File: config.mk
export PLATFORM = sky130hd
export DESIGN_NAME = ads8681_acq_ctrl_flat
export DESIGN_NICKNAME = d
export VERILOG_FILES = /design/src/rtl/ads8681_pkg.sv /design/src/rtl/ads8681_acq_ctrl_if.sv /design/src/rtl/ads8681_spi_rx.sv /design/src/rtl/ads8681_acq_ctrl.sv /design/src/flat_wrapper.sv
export SDC_FILE = /design/constraint.sdc
export NUM_CORES = 1
export LEC_CHECK = 0
export BUFFER_PORTS_ARGS = -buffer_cell sky130_fd_sc_hd__buf_4
export CORE_AREA = 2 2 106 83
export DETAILED_ROUTE_END_ITERATION = 8
export DIE_AREA = 0 0 108 85
export PLACE_DENSITY = 0.82
export SYNTH_ARGS = -nofsm -noshare
export SYNTH_HDL_FRONTEND = slang
export SYNTH_HIERARCHICAL = 1
export SYNTH_SLANG_ARGS = --single-unit
File: constraint.sdc
create_clock -name clk_i -period 2.2 [get_ports clk_i]
set_input_delay 0.22 -clock clk_i [delete_from_list [all_inputs] [get_ports clk_i]]
set_output_delay 0.22 -clock clk_i [all_outputs]
set_load 0.02 [all_outputs]
File: src/rtl/ads8681_pkg.sv
// Shared types and constants for the ADS8681 acquisition sequencer.
package ads8681_pkg;

  localparam int SAMPLE_W = 16;
  localparam int WORD_W   = 32;

  typedef enum logic [1:0] {
    IDLE = 2'd0,
    CONV = 2'd1,
    READ = 2'd2,
    DONE = 2'd3
  } state_t;

  // Shortest tick period that never collides with a busy frame:
  // tick cycle + conversion + 16 SCLK periods + DONE cycle.
  function automatic int min_period(input int conv_cycles, input int sclk_div);
    return conv_cycles + 32 * sclk_div + 2;
  endfunction

endpackage

File: src/rtl/ads8681_acq_ctrl_if.sv
// Word stream towards the PSSI transmitter.
// Handshake: a word transfers on every clock edge where word_valid_o and
// word_ready_i are both high; while word_valid_o is high and the word has not
// transferred, word_o and word_valid_o hold steady; ready may toggle freely.
interface ads8681_acq_ctrl_if;
  import ads8681_pkg::*;

  logic [WORD_W-1:0] word_o;
  logic              word_valid_o;
  logic              word_ready_i;

  modport master (output word_o, output word_valid_o, input word_ready_i);
  modport slave  (input word_o, input word_valid_o, output word_ready_i);

endinterface

File: src/rtl/ads8681_spi_rx.sv
// SPI mode-0 reader: 16 SCLK periods, MSB first, sampled on each rising SCLK.
module ads8681_spi_rx
  import ads8681_pkg::*;
#(
  parameter int SCLK_DIV = 2
) (
  input  logic                clk_i,
  input  logic                rst_n_i,
  input  logic                start_i,
  input  logic                sdo_i,
  output logic                sclk_o,
  output logic                done_o,
  output logic [SAMPLE_W-1:0] sample_o
);

  localparam int               DIV_W    = (SCLK_DIV > 1) ? $clog2(SCLK_DIV) : 1;
  localparam logic [DIV_W-1:0] DIV_LAST = DIV_W'(SCLK_DIV - 1);

  logic                active_q, active_d;
  logic                sclk_q, sclk_d;
  logic [DIV_W-1:0]    div_q, div_d;
  logic [4:0]          half_q, half_d;
  logic [SAMPLE_W-1:0] shift_q, shift_d;

  // Half-period divider; every divider wrap toggles SCLK, rising toggles shift in.
  always_comb begin
    active_d = active_q;
    sclk_d   = sclk_q;
    div_d    = div_q;
    half_d   = half_q;
    shift_d  = shift_q;
    done_o   = 1'b0;
    if (start_i && !active_q) begin
      active_d = 1'b1;
      sclk_d   = 1'b0;
      div_d    = '0;
      half_d   = '0;
    end else if (active_q) begin
      if (div_q == DIV_LAST) begin
        div_d  = '0;
        sclk_d = ~sclk_q;
        half_d = half_q + 5'd1;
        if (!sclk_q) begin
          shift_d = {shift_q[SAMPLE_W-2:0], sdo_i};
        end
        // The 32nd toggle returns SCLK low and closes the frame.
        if (half_q == 5'd31) begin
          active_d = 1'b0;
          done_o   = 1'b1;
        end
      end else begin
        div_d = div_q + DIV_W'(1);
      end
    end
  end

  // Register update; reset aborts any frame in flight.
  always_ff @(posedge clk_i) begin
    if (!rst_n_i) begin
      active_q <= 1'b0;
      sclk_q   <= 1'b0;
      div_q    <= '0;
      half_q   <= '0;
      shift_q  <= '0;
    end else begin
      active_q <= active_d;
      sclk_q   <= sclk_d;
      div_q    <= div_d;
      half_q   <= half_d;
      shift_q  <= shift_d;
    end
  end

  assign sclk_o   = sclk_q;
  assign sample_o = shift_q;

endmodule

File: src/rtl/ads8681_acq_ctrl.sv
// ADS8681 acquisition sequencer: periodic CONVST, SPI read, pair packing,
// valid/ready word output and sticky overrun reporting.
module ads8681_acq_ctrl
  import ads8681_pkg::*;
#(
  parameter int CONV_CYCLES = 40,
  parameter int SCLK_DIV    = 2,
  parameter int PERIOD_W    = 16
) (
  input  logic                 clk_i,
  input  logic                 rst_n_i,
  input  logic                 en_i,
  input  logic [PERIOD_W-1:0]  period_i,
  input  logic                 overrun_clr_i,
  output logic                 adc_convst_o,
  output logic                 adc_sclk_o,
  input  logic                 adc_sdo_i,
  ads8681_acq_ctrl_if.master   wb,
  output logic                 busy_o,
  output logic                 overrun_o,
  output state_t               state_o
);

  localparam int             CNT_W     = (CONV_CYCLES > 1) ? $clog2(CONV_CYCLES) : 1;
  localparam logic [CNT_W-1:0] CONV_LAST = CNT_W'(CONV_CYCLES - 1);

  state_t               state_q, state_d;
  logic [CNT_W-1:0]     cnt_q, cnt_d;
  logic [PERIOD_W-1:0]  timer_q, timer_d;
  logic                 convst_q;
  logic                 half_q, half_d;
  logic [SAMPLE_W-1:0]  low_q, low_d;
  logic [WORD_W-1:0]    word_q, word_d;
  logic                 valid_q, valid_d;
  logic                 overrun_q, overrun_d;
  logic                 tick, spi_start, spi_done, ovr_set, take;
  logic [SAMPLE_W-1:0]  sample;

  ads8681_spi_rx #(.SCLK_DIV(SCLK_DIV)) u_spi_rx (
    .clk_i    (clk_i),
    .rst_n_i  (rst_n_i),
    .start_i  (spi_start),
    .sdo_i    (adc_sdo_i),
    .sclk_o   (adc_sclk_o),
    .done_o   (spi_done),
    .sample_o (sample)
  );

  assign tick = en_i && (timer_q == '0);

  // Period timer: held at 0 while disabled, reloads with max(period,2)-1 on tick.
  always_comb begin
    timer_d = timer_q;
    if (!en_i) begin
      timer_d = '0;
    end else if (tick) begin
      timer_d = (period_i < PERIOD_W'(2)) ? PERIOD_W'(1) : period_i - PERIOD_W'(1);
    end else begin
      timer_d = timer_q - PERIOD_W'(1);
    end
  end

  // Frame sequencing: IDLE -> CONV (CONV_CYCLES) -> READ (SPI) -> DONE -> IDLE.
  always_comb begin
    state_d   = state_q;
    cnt_d     = cnt_q;
    spi_start = 1'b0;
    case (state_q)
      IDLE: begin
        if (tick) begin
          state_d = CONV;
          cnt_d   = '0;
        end
      end
      CONV: begin
        if (cnt_q == CONV_LAST) begin
          state_d   = READ;
          spi_start = 1'b1;
        end else begin
          cnt_d = cnt_q + CNT_W'(1);
        end
      end
      READ: begin
        if (spi_done) state_d = DONE;
      end
      DONE: state_d = IDLE;
      default: state_d = IDLE;
    endcase
  end

  // Pair packing, output holding register and overrun detection.
  always_comb begin
    half_d  = half_q;
    low_d   = low_q;
    word_d  = word_q;
    valid_d = valid_q;
    ovr_set = 1'b0;
    take    = valid_q && wb.word_ready_i;
    if (take) valid_d = 1'b0;
    if (state_q == DONE) begin
      if (!half_q) begin
        low_d  = sample;
        half_d = 1'b1;
      end else begin
        half_d = 1'b0;
        // A full word only lands if the holding register is free this cycle.
        if (!valid_q || take) begin
          word_d  = {sample, low_q};
          valid_d = 1'b1;
        end else begin
          ovr_set = 1'b1;
        end
      end
    end
    // A lone first sample never pairs across a disable.
    if (state_q == IDLE && !en_i) half_d = 1'b0;
    if (tick && state_q != IDLE) ovr_set = 1'b1;
    overrun_d = ovr_set ? 1'b1 : (overrun_clr_i ? 1'b0 : overrun_q);
  end

  // State and datapath registers; reset aborts the frame and clears all outputs.
  always_ff @(posedge clk_i) begin
    if (!rst_n_i) begin
      state_q   <= IDLE;
      cnt_q     <= '0;
      timer_q   <= '0;
      convst_q  <= 1'b0;
      half_q    <= 1'b0;
      low_q     <= '0;
      word_q    <= '0;
      valid_q   <= 1'b0;
      overrun_q <= 1'b0;
    end else begin
      state_q   <= state_d;
      cnt_q     <= cnt_d;
      timer_q   <= timer_d;
      convst_q  <= (state_d == CONV);
      half_q    <= half_d;
      low_q     <= low_d;
      word_q    <= word_d;
      valid_q   <= valid_d;
      overrun_q <= overrun_d;
    end
  end

  assign adc_convst_o    = convst_q;
  assign wb.word_o       = word_q;
  assign wb.word_valid_o = valid_q;
  assign busy_o          = (state_q != IDLE);
  assign overrun_o       = overrun_q;
  assign state_o         = state_q;

endmodule

File: src/flat_wrapper.sv
// flat-port wrapper written by rule: the top's interface ports become plain ports
module ads8681_acq_ctrl_flat import ads8681_pkg::*;
#(
  parameter int CONV_CYCLES = 40,
  parameter int SCLK_DIV    = 2,
  parameter int PERIOD_W    = 16
)
  (clk_i, rst_n_i, en_i, period_i, overrun_clr_i, adc_convst_o, adc_sclk_o, adc_sdo_i, busy_o, overrun_o, state_o, wb_word_o, wb_word_valid_o, wb_word_ready_i);
  ads8681_acq_ctrl_if wb_i ();
  input  logic clk_i;
  input  logic rst_n_i;
  input  logic en_i;
  input  logic [PERIOD_W-1:0] period_i;
  input  logic overrun_clr_i;
  output logic adc_convst_o;
  output logic adc_sclk_o;
  input  logic adc_sdo_i;
  output logic busy_o;
  output logic overrun_o;
  output state_t state_o;
  output wire logic [$bits(wb_i.word_o)-1:0] wb_word_o;
  output wire logic [$bits(wb_i.word_valid_o)-1:0] wb_word_valid_o;
  input wire logic [$bits(wb_i.word_ready_i)-1:0] wb_word_ready_i;
  assign wb_word_o = wb_i.word_o;
  assign wb_word_valid_o = wb_i.word_valid_o;
  assign wb_i.word_ready_i = wb_word_ready_i;
  ads8681_acq_ctrl #(.CONV_CYCLES(CONV_CYCLES), .SCLK_DIV(SCLK_DIV), .PERIOD_W(PERIOD_W)) u_core (.clk_i(clk_i), .rst_n_i(rst_n_i), .en_i(en_i), .period_i(period_i), .overrun_clr_i(overrun_clr_i), .adc_convst_o(adc_convst_o), .adc_sclk_o(adc_sclk_o), .adc_sdo_i(adc_sdo_i), .wb(wb_i), .busy_o(busy_o), .overrun_o(overrun_o), .state_o(state_o));
endmodule
### Word-level counts from Yosys, hierarchy flattened

Cells that the tools add are included.

| operators by class | value |
|---|---|
| $add $sub $neg | 5 |
| order comparisons | 1 |
| equal/unequal tests | 8 |
| mux-type cells | 31 |
| bitwise logic cells | 4 |
| reduce and logical (&&, ||, !) cells | 22 |

Operators with widths:

| operator | number |
|---|---|
| $mux W16 | 2 |
| $sub A16 B1 Y16 const B | 2 |
| $mux W1 | 22 |
| $logic_not A16 Y1 | 1 |
| $lt A16 B2 Y1 const B | 1 |
| $mux W6 | 2 |
| $pmux W6 S2 | 1 |
| $pmux W2 S4 | 1 |
| $add A6 B1 Y6 const B | 1 |
| $eq A6 B6 Y1 const B | 1 |
| $mux W2 | 3 |
| $reduce_and A2 Y1 | 3 |
| $reduce_and A3 Y1 | 2 |
| $reduce_bool A2 Y1 | 3 |
| $add A5 B1 Y5 const B | 1 |
| $eq A5 B5 Y1 const B | 1 |
| $logic_and A1 B1 Y1 | 5 |
| $eq A2 B1 Y1 const B | 2 |
| $eq A2 B2 Y1 const B | 2 |
| $not A1 Y1 | 4 |
| $reduce_and A4 Y1 | 1 |
| $reduce_or A2 Y1 | 2 |
| $logic_not A1 Y1 | 3 |
| $logic_not A2 Y1 | 1 |
| other kinds (4) | 4 |

| storage, ports and cells | value |
|---|---|
| bits in registers | 100 |
| input bits | 22 |
| output and inout port bits | 39 |
| logic and storage cells | 85 |

### Logic depth before layout (Yosys ltp)

| depth | value |
|---|---|
| depth in word-level cells | 8 |
| mapped depth | 8 |
| depth with buffers taken out | 7 |

### By module

Netlist, hierarchy kept.

Modules (own cells, without submodules):

| module | instances | cells each | area an instance (um^2) | sequential area each (um^2) |
|---|---|---|---|---|
| ads8681_acq_ctrl | 1 | 425 | 3460.8 | 1521.5 |
| ads8681_spi_rx | 1 | 111 | 1056.0 | 480.5 |

### Least setup slack after synthesis

Ideal clock, no wire load.

| timing path | value |
|---|---|
| path type | register -> register |
| from | register u_core.timer_q[0] |
| to | register u_core.timer_q[12] |
| library setup time | 0.124 ns |
| arrival time | 1.634 ns |
| data required time | 2.076 ns |
| path slack | 0.443 ns |
| cell stages (with the launch flop) | 8 |
| buffers on the path | 1 |
| period minus slack after synthesis | 1.757 ns |
| path through | dfxtp_1 > inv_1 > ha_1 > or3b_2 > clkbuf_1 > nor4_1 > xnor2_1 > o22ai_1 |

| on the way | value |
|---|---|
| longest elaborated chain between the ends | 3 |
| elaborated cells between the ends (all ways) | 4 |
| classes of those cells | 1 x add/sub; 1 x mux; 2 x reduce/logical |

RTL lines:

| what | line | source |
|---|---|---|
| start: declaration | ads8681_acq_ctrl.sv:29 | `logic [PERIOD_W-1:0] timer_q, timer_d;` |
| start signal: assignment | ads8681_acq_ctrl.sv:136 | `timer_q <= timer_d;` |
| parallel branches: the longest is 2 deep, another holds $sub A16 B1 Y16 | -- |  |
| $mux W16 (*) | ads8681_acq_ctrl.sv:56 | `end else if (tick) begin` |

Mark *: on every way between the ends.
A chain may end at the register's enable or synchronous reset.

### Final worst setup path

| timing path | value |
|---|---|
| from | register u_core.timer_q[7] |
| to | register u_core.timer_q[11] |

The elaborated chain is that of the path after synthesis.

==> impl_metrics.ini <==
[critical_path]
crit_required_ns = 2.50
crit_start = u_core/timer_q[7]$_SDFF_PN0_
worstPathArrival_ns = 2.21
r2r_slack_ns = 0.29
r2r_end = u_core/timer_q[11]$_SDFF_PN0_
worstSetupStartpointType = flip-flop
endpoint = u_core/timer_q[11]$_SDFF_PN0_
reg2reg_from = u_core/timer_q[7]$_SDFF_PN0_
worst-setup-path-type = flip-flop to flip-flop
crit_fanout = 9
end_kind = flip-flop
r2r_cells = 6

[synthesis]
yosysMostFrequentCell = nand2_1
ys_seq_elements = 100
synth_warnings = 6
netlist_top_cells_area = dfxtp_1, nand2_1, a21boi_0, xor2_1, a21boi_2
yosysSeqAreaShare_pct = 44.3
avgSynthCellArea_um2 = 8.43
synth-edff-count = 0
yosysTopAreaCellShare_pct = 44.3
async_reset_ff_share_pct = 0
synth.cell_area_um2 = 4520
synth.largest_area_cell = dfxtp_1
ys_types = 50
synth_fp_nets = 564
syn-instance-count = 536
synth_flop_cell = dfxtp_1
synthTopCellsByCount = nand2_1, dfxtp_1, a21boi_0

[global_route]
grt_pass1_wl_um = 16000
overflow = 0
antenna_found_initial = 0
grt_usage_pct = 21.8
grt_max_degree = 77
grt_pass1_vias = 3419

[cts]
postCtsSetupBuffers = 0
cts_tree = done
clock_path_buffers = 2
clock_latency_ns = 0.37
h-tree-depth = 3
cts_made_buffers = 9
cts_hold_buf = 0
cts.sinks = 100
cts-resized-gates = 0
root_buffer = clkbuf_8
clk_pin_slew_ns = 0.10

[sta]
hold_violations = 0
slew_headroom_pct = 61.5
period_share_pct = 86.8
setup_viol = 0
fmax_ghz = 0.524
rsz0062_at_grt = false
skew_ns = 0.00892
slew_violations = 0
tns_ns = 0
min_period_ns = 1.91
tightest_slew_ns = 0.578
timing.hold.ws_ns = 0.0668

[die]
ioPinCount = 61
start_util_pct = 55.3
die_height_um = 85
core_um2 = 8160
dieArea_um2 = 9180
die_w_um = 108
fp-row-count = 29

[power]
power_density_nw_per_um2 = 878
p_int_uw = 3010
power_frac_clock_pct = 24.5
p_comb_share_pct = 30.2
power_switching_uw = 1580
vdd_ir_drop_max_mv = 0.472
seqPwrFrac_pct = 45.3
leakagePower_uw = 0.00192
switching_share_pct = 34.4

[route]
totalWireLength_um = 9700
viasPerCell = 5.40
vias = 3783
drtIter0Drc = 211
ant_nets = 0
remaining_drc_errors = 0
wl_per_cell_um = 13.9
first_pass_iters = 5

[layout]
antenna_cells_inserted = 0
layout-drive-gt1-share_pct = 18.8
syn2layout_area_growth_pct = 15.6
nets = 615

[min_path]
hp-class = input port to flip-flop
holdPathStages = 2

[status]
status = finished, final reports clean

[placement]
io_buffers = 60
dp_hpwl_um = 6780
gp_congestion = 0.866

[flow_run]
drv_cap = 0
-- critical path, cell delays in order (launching register included) --
cell	delay [ns]
dfxtp_1	0.37
nor4_1	0.38
buf_4	0.19
and4_1	0.32
o21a_4	0.23
nand3_2	0.16
o22ai_1	0.19
-- power by group through the flow --
stage          Combinational (uW)  Sequential (uW)  Clock (uW)
2_1_floorplan                 962             2100           0
3_3_place_gp                 1320             2100           0
3_5_place_dp                 1350             2110           0
4_1_cts                      1360             2070        1160
5_1_grt                      1540             2100        1220
6_report                     1380             2080        1120
-- cell type report --
| cell class | instances | area (um2) |
|---|---|---|
| inverter | 7 | 26.3 |
| multi-input combinational | 398 | 2340 |
| clock buffer | 9 | 124 |
| tap | 108 | 135 |
| fill | 696 | 2940 |
| sequential | 100 | 2000 |
| timing repair buffer | 71 | 533 |
| clock inverter | 7 | 66.3 |
-- routing by layer --
metal / share of wire (%) / track usage [%] / up-vias
li1: - / - / 1918
met4: 1.4 / 6.88 / 0
met1: 49 / 31.0 / 1757
met2: 44 / 33.1 / 92
met5: 0 / 0 / -
met3: 5.2 / 4.99 / 16
-- registers in the layout (all words and copies together) (netlist names), 2 cells and up --
name,flops
u_core/u_spi_rx/half_q,5
u_core/timer_q,16
u_core/low_q,16
u_core/u_spi_rx/sample_o,16
u_core/cnt_q,6
u_core/state_o,2
u_core/wb.word_o,32
-- kinds of logic after synthesis --
kind of cell	after synthesis	share of synthesized area, %
simple gates	252	25.9
compound gates	108	17.8
xor+xnor	27	5.24
flops	100	44.3
buf+inv	38	4.02
fa+ha+maj	6	1.66
mux	5	1.11
-- placed cells by master (no fill, tap or decap), types with 9 or more instances in the layout --
cell / n
nand2_1: 150
buf_4: 71
a21boi_2: 10
xor2_1: 16
xnor2_1: 11
dfxtp_1: 100
nor2b_1: 9
nor2_1: 25
a21boi_0: 55
a21oi_1: 14
nand3_1: 11
nor3_1: 9
clkbuf_8: 9
-- how the worst min path moves through the flow --
stage	slack, ns	end	start
6_report	0.07	u_core/timer_q[0]$_SDFF_PN0_	period_i[0]
5_1_grt	0.06	u_core/timer_q[0]$_SDFF_PN0_	period_i[0]
4_1_cts	0.05	u_core/timer_q[0]$_SDFF_PN0_	period_i[0]
3_5_place_dp	0.46	u_core/wb.word_o[10]$_SDFFE_PN0P_	u_core/wb.word_o[10]$_SDFFE_PN0P_
3_3_place_gp	0.45	u_core/wb.word_o[5]$_SDFFE_PN0P_	u_core/low_q[5]$_SDFFE_PN0P_
2_1_floorplan	0.31	u_core/timer_q[0]$_SDFF_PN0_	period_i[0]
-- per-stage QoR --
step / worst slack [ns] / utilization, % / cell area [um2] / instances / power (uW)
2_1_floorplan: 0.443 / - / 4520 / 536 / 3070
3_3_place_gp: 0.277 / 61.6 / 5030 / 684 / 3420
3_5_place_dp: 0.248 / 61.6 / 5030 / 684 / 3460
4_1_cts: 0.294 / 64.0 / 5220 / 700 / 4590
5_1_grt: 0.179 / 64.0 / 5220 / 700 / 4850
6_report: 0.290 / 64.0 / 5220 / 700 / 4580
No activity file was read; power rests on OpenSTA's default activity.
